$ cat src/rtl/pc_sequencer.sv
// Program-counter sequencer: holds each fetch address for FETCH_CYCLES cycles,
// then advances sequentially or to a redirect target, with stall and halt control.
module pc_sequencer #(
  parameter logic [8:0] RESET_PC     = 9'd0,
  parameter int         FETCH_CYCLES = 3
) (
  input  logic       clk,
  input  logic       rst,
  input  logic       start,
  input  logic       stall,
  input  logic       redirect,
  input  logic [8:0] redirect_pc,
  input  logic       halt_req,
  output logic [8:0] pc,
  output logic       fetch_en,
  output logic [2:0] hold_cnt,
  output logic [15:0] instr_cnt,
  output logic [1:0] state
);

  typedef enum logic [1:0] {
    S_IDLE = 2'b00,
    S_RUN  = 2'b01,
    S_HALT = 2'b10
  } state_t;

  localparam logic [2:0] HOLD_LAST = 3'(FETCH_CYCLES - 1);

  state_t      state_q, state_n;
  logic [8:0]  pc_q, pc_n;
  logic [2:0]  hold_q, hold_n;
  logic [15:0] icnt_q, icnt_n;
  logic        pend_vld_q, pend_vld_n;
  logic [8:0]  pend_pc_q, pend_pc_n;
  logic        boundary;

  function automatic logic [15:0] sat_inc16(input logic [15:0] v);
    return (v == 16'hFFFF) ? v : v + 16'd1;
  endfunction

  // Sequential successor; 9-bit arithmetic gives the 511 -> 0 wrap.
  function automatic logic [8:0] next_seq_pc(input logic [8:0] v);
    return v + 9'd1;
  endfunction

  assign boundary = (hold_q == HOLD_LAST);

  always_comb begin
    state_n    = state_q;
    pc_n       = pc_q;
    hold_n     = hold_q;
    icnt_n     = icnt_q;
    pend_vld_n = pend_vld_q;
    pend_pc_n  = pend_pc_q;
    unique case (state_q)
      S_IDLE: begin
        if (start) begin
          state_n    = S_RUN;
          pc_n       = RESET_PC;
          hold_n     = 3'd0;
          pend_vld_n = 1'b0;
        end
      end
      S_RUN: begin
        if (halt_req) begin
          state_n    = S_HALT;
          pend_vld_n = 1'b0;
        end else if (stall) begin
          if (redirect) begin
            pend_vld_n = 1'b1;
            pend_pc_n  = redirect_pc;
          end
        end else if (boundary) begin
          // A redirect arriving on the boundary itself beats the buffered one.
          hold_n     = 3'd0;
          icnt_n     = sat_inc16(icnt_q);
          pend_vld_n = 1'b0;
          if (redirect)
            pc_n = redirect_pc;
          else if (pend_vld_q)
            pc_n = pend_pc_q;
          else
            pc_n = next_seq_pc(pc_q);
        end else begin
          hold_n = hold_q + 3'd1;
          if (redirect) begin
            pend_vld_n = 1'b1;
            pend_pc_n  = redirect_pc;
          end
        end
      end
      S_HALT: begin
        state_n = S_HALT;
      end
      default: begin
        state_n = S_IDLE;
      end
    endcase
  end

  always_ff @(posedge clk or posedge rst) begin
    if (rst) begin
      state_q    <= S_IDLE;
      pc_q       <= RESET_PC;
      hold_q     <= 3'd0;
      icnt_q     <= 16'd0;
      pend_vld_q <= 1'b0;
      pend_pc_q  <= 9'd0;
    end else begin
      state_q    <= state_n;
      pc_q       <= pc_n;
      hold_q     <= hold_n;
      icnt_q     <= icnt_n;
      pend_vld_q <= pend_vld_n;
      pend_pc_q  <= pend_pc_n;
    end
  end

  assign pc        = pc_q;
  assign hold_cnt  = hold_q;
  assign instr_cnt = icnt_q;
  assign state     = state_q;
  assign fetch_en  = (state_q == S_RUN);

endmodule

$ cat config.mk
export PLATFORM = sky130hd
export DESIGN_NAME = pc_sequencer
export DESIGN_NICKNAME = d
export VERILOG_FILES = /design/src/rtl/pc_sequencer.sv
export SDC_FILE = /design/constraint.sdc
export NUM_CORES = 1
export LEC_CHECK = 0
export CORE_AREA = 2 2 72 74
export DETAILED_ROUTE_END_ITERATION = 10
export DIE_AREA = 0 0 74 76
export GPL_TIMING_DRIVEN = 1
export PLACE_DENSITY = 0.73
export SETUP_SLACK_MARGIN = 0.5
export SYNTH_ARGS = -nofsm -noshare
export SYNTH_HDL_FRONTEND = slang
export SYNTH_SLANG_ARGS = --single-unit
export TNS_END_PERCENT = 5
$ cat constraint.sdc
create_clock -name clk -period 2.26 [get_ports clk]
set_clock_uncertainty 0.15 [all_clocks]
set_input_delay 0.678 -clock clk [delete_from_list [all_inputs] [get_ports clk]]
set_output_delay 0.678 -clock clk [all_outputs]
set_load 0.05 [all_outputs]
==> implementation parameters, run 1 <==
Parameter                              Value

Clock network
  Total number of clock tree sinks ... 40
  TritonCTS clock tree ... done
  Clock root buffer ... sky130_fd_sc_hd__clkbuf_8
  Num CTS Buffers ... 5
  Register clock-pin slew on the reported worst setup and hold paths ... 0.08 ns
  Clk buf depth ... 2
  H-tree depth ... 2
  Source-to-sink clock delay at the later pin of the worst-skew pair ... 0.31 ns

Logic synthesis
  Xor-xnor portion of the synthesized cell area ... 6.64%
  Synthesized netlist cell count ... 215
  Main area contributors after synthesis ... sky130_fd_sc_hd__dfrtp_1 47%, sky130_fd_sc_hd__mux2_2 6.4%, sky130_fd_sc_hd__nand2_1 4.6%
  Compound-Gate Fraction of Synth Area ... 14.1%
  Share of synthesized area occupied by flip-flops and latches ... 47.4%
  Number of storage elements in the synthesis netlist ... 40
  Mapped Area ... 2110 sq um
  Most instantiated library cell after synthesis ... sky130_fd_sc_hd__dfrtp_1
  Top post-synthesis cells by count ... 40 x sky130_fd_sc_hd__dfrtp_1, 26 x sky130_fd_sc_hd__nand2_1, 15 x sky130_fd_sc_hd__nor2_1
  Mux contribution to synthesized area ... 7.41%
  Synthesis Warnings ... 0
  Number of enable-type register cells in the synthesized netlist ... 0
  Number of nets produced by synthesis ... 234
  Count of unique library cells instantiated by Yosys ... 43
  Synthesized area per cell ... 9.81 sq um
  Post-Synth Adder-Cell Area ... 2.37%
  Dominant combinational cell family by area after synthesis ... simple AND/OR/NAND/NOR gates
  Synth top area share ... 47.4%
  Library cell occupying the most area in the post-synthesis netlist ... sky130_fd_sc_hd__dfrtp_1
  Area fraction in and, or, nand and nor cells after synthesis ... 20.0%
  Main flop type after synthesis ... sky130_fd_sc_hd__dfrtp_1
  Share of flip-flops with an asynchronous set or reset after synthesis ... 100%

Routing
  Initial drt markers ... 112
  DR WL/cell ... 14.4 um
  Wire length after detailed routing ... 5290 um
  Antenna violation net count after detailed routing ... 0
  Total via count in the routed design ... 1,914
  Post-route DRC violation count ... 0
  DRT Pass-1 Iters ... 4
  Routed via count divided by cell count ... 5.22

Die
  Width of the die ... 74 um
  Top-level I/O count ... 46
  Core area ... 4910 sq um
  Die area ... 5620 sq um
  Y dimension of the die ... 76 um
  Initial core utilization ... 42.9%
  Number of rows created at floorplan ... 26

Global routing
  Maximum number of pins on one net before global-route repair ... 21
  Via count of the first global-routing pass ... 1,896
  All-Layer GR Usage ... 19.2%
  Leftover overflow at the end of global routing ... 0
  Global-route wire length before repair ... 8530 um
  Initial antenna violation count ... 0

Worst setup path
  Crit path required time ... 2.30 ns
  Number of buffers and inverters on the critical path ... 0
  Crit path arrival time ... 2.29 ns
  Crit path launch type ... flop
  Critical Path, Cell by Cell ... or4b_4, or3_4, nor2_4, nand4_1, mux2_4
  Largest delay contributor family on the critical path ... simple AND/OR/NAND/NOR gates
  Critical Path Max Stage Delay ... 0.56 ns
  Endpoint type of the worst setup path ... flop
  Kind of critical path ... reg2reg
  Maximum fanout along the worst path ... 3
  Cell with the largest stage delay on the worst path ... sky130_fd_sc_hd__or4b_4

Run status
  Outcome ... complete, no violations

Place
  Buffers added on ports ... 45
  Inst Count DP ... 353
  Final estimated routing congestion in global placement ... 0.813
  Detailed placement HPWL ... 3630 um

Layout
  Nets ... 315
  Layout cells sized above 1 ... 44.1%
  Post-layout util ... 67.3%
  Non-filler instance count after layout ... 367
  Antenna diodes ... 0
  Area overhead of the layout relative to synthesis ... 56.8%

Pwr
  Sw frac ... 34.9%
  Total net switching power ... 910 uW
  Reg power frac ... 37.5%
  Cell internal pwr ... 1700 uW
  PD cells ... 788 nW/um^2
  Leak ... 0.00145 uW
  Fraction of power consumed by the clock network ... 24.2%
  Part of the total power dissipated in combinational logic ... 38.4%
  IR drop worst, VDD ... 0.675 mV

STA
  Achievable Freq ... 444 MHz
  Tightest slew margin relative to the limit ... 62.3%
  Final Hold Vio Count ... 0
  Unrepaired setup endpoints after global routing ... yes
  Max-slew violation count ... 0
  Final setup violation count ... 0
  Post-route minimum period ... 2.25 ns
  Worst slew pin tran ... 0.562 ns
  Final period util ... 99.7%

Job
  Max-cap violations ... 0

Min path
  Worst hold path type ... reg2reg
-- registers in the layout, summed over array words and instances, names as in the netlist --
register	cells
hold_cnt	3
instr_cnt	16
pc	9
pend_pc_q	9
pend_vld_q	1
state	2
-- cell families after synthesis --
family	count (synthesis)
adder cells (fa/ha/maj)	4
flip-flops	40
AND/OR/NAND/NOR	84
multiplexers	14
AO/OA/AOI/OAI	46
buffers and inverters	11
XOR/XNOR	16
-- worst reg2reg max path, cell delays in order, from the launching register on --
cell	delay, ns
sky130_fd_sc_hd__dfrtp_2	0.43
sky130_fd_sc_hd__or4b_4	0.56
sky130_fd_sc_hd__or3_4	0.41
sky130_fd_sc_hd__nor2_4	0.14
sky130_fd_sc_hd__nand4_1	0.14
sky130_fd_sc_hd__mux2_4	0.32
-- timing repair --
action,CTS,global route
hold buffers,0,0
setup buffers,4,2
pin swaps,7,20
setup endpoints to repair,63,66
resized for setup,13,90
-- worst paths after layout --
kind	from	endpoint	slack, ns	depth (start not counted)
worst min-delay path	pend_pc_q[0]$_DFFE_PP0P_	pend_pc_q[0]$_DFFE_PP0P_	0.36	1
min in group asynchronous	rst	pc[0]$_DFFE_PP0P_	0.58	3
worst max-delay path	hold_cnt[0]$_DFFE_PP0P_	instr_cnt[13]$_DFFE_PP0P_	0.007	5
max in group asynchronous	rst	state[0]$_DFFE_PP0P_	1.13	3
worst max register to register	hold_cnt[0]$_DFFE_PP0P_	instr_cnt[13]$_DFFE_PP0P_	0.007	5
worst min register to register	pend_pc_q[0]$_DFFE_PP0P_	pend_pc_q[0]$_DFFE_PP0P_	0.36	1
-- per-stage QoR --
| stage | worst slack [ns] | total power (uW) | cell area, sq um | hold WS, ns | setup TNS [ns] |
|---|---|---|---|---|---|
| floorplan | -0.185 | 1520 | 2130 | 0.329 | -0.489 |
| global placement | -0.626 | 1850 | 2800 | 0.337 | -15.56 |
| detailed placement | -0.640 | 1860 | 2800 | 0.345 | -15.89 |
| CTS | 0.0242 | 2510 | 2990 | 0.364 | 0 |
| global route | -0.0474 | 2760 | 3310 | 0.390 | -0.0719 |
| finish | 0.00733 | 2610 | 3310 | 0.360 | 0 |
-- layout by cell type, fill, tap and decap left out, types with 3 or more instances in the layout --
| cell type | netlist | final |
|---|---|---|
| sky130_fd_sc_hd__buf_4 | 0 | 32 |
| sky130_fd_sc_hd__nand2_1 | 26 | 25 |
| sky130_fd_sc_hd__dfrtp_1 | 40 | 22 |
| sky130_fd_sc_hd__dfrtp_2 | 0 | 18 |
| sky130_fd_sc_hd__buf_8 | 0 | 16 |
| sky130_fd_sc_hd__buf_6 | 0 | 15 |
| sky130_fd_sc_hd__a21oi_1 | 13 | 13 |
| sky130_fd_sc_hd__nor2_1 | 15 | 12 |
| sky130_fd_sc_hd__nand3_1 | 13 | 11 |
| sky130_fd_sc_hd__clkdlybuf4s50_1 | 0 | 11 |
| sky130_fd_sc_hd__mux2_2 | 12 | 10 |
| sky130_fd_sc_hd__o21ai_0 | 11 | 9 |
| sky130_fd_sc_hd__xnor2_1 | 9 | 8 |
| sky130_fd_sc_hd__xor2_1 | 7 | 7 |
| sky130_fd_sc_hd__inv_1 | 7 | 6 |
| sky130_fd_sc_hd__clkbuf_8 | 0 | 6 |
| sky130_fd_sc_hd__nor2_4 | 1 | 4 |
| sky130_fd_sc_hd__nor3_1 | 8 | 4 |
| sky130_fd_sc_hd__o21a_1 | 4 | 4 |
| sky130_fd_sc_hd__nand4_1 | 3 | 3 |
| sky130_fd_sc_hd__mux2_4 | 0 | 3 |
| sky130_fd_sc_hd__nor2b_1 | 4 | 3 |
| sky130_fd_sc_hd__o21ai_1 | 1 | 3 |
| sky130_fd_sc_hd__o221ai_1 | 3 | 3 |
| sky130_fd_sc_hd__a21o_1 | 3 | 3 |
-- layout make-up --
type	instances	area (sq um)
fill	374	1600
multi-input combinational	164	1230
sequential	40	1020
timing repair buffer	78	817
tap	70	87.6
clock buffer	6	82.6
clock inverter	2	38.8
inverter	7	26.3
-- per-layer routing --
layer	vias to the layer above	part of all wire [%]	GRT usage, %
met3	6	5.1	5.29
li1	928	-	-
met2	40	52	31.1
met5	-	0	0
met4	0	1.2	6.36
met1	940	42	24.6
-- power groups by stage --
| stage | Clock (uW) | Combinational [uW] | Sequential [uW] |
|---|---|---|---|
| 2_1_floorplan | 0 | 446 | 1080 |
| 3_3_place_gp | 0 | 875 | 971 |
| 3_5_place_dp | 0 | 887 | 976 |
| 4_1_cts | 644 | 900 | 966 |
| 5_1_grt | 672 | 1090 | 1000 |
| 6_report | 630 | 1000 | 977 |
Note: power is estimated with default switching activity, not from simulation.
==> inputs of run 2 (changes only) <==
CAP_MARGIN = 30   (was not set)
==> results of run 2 <==
Final layout, timing and power as in run 1 (identical DEF).
==> inputs of run 3 (changes only) <==
CAP_MARGIN = 20   (was 30)
==> results of run 3 <==
Final layout, timing and power as in run 1 (identical DEF).
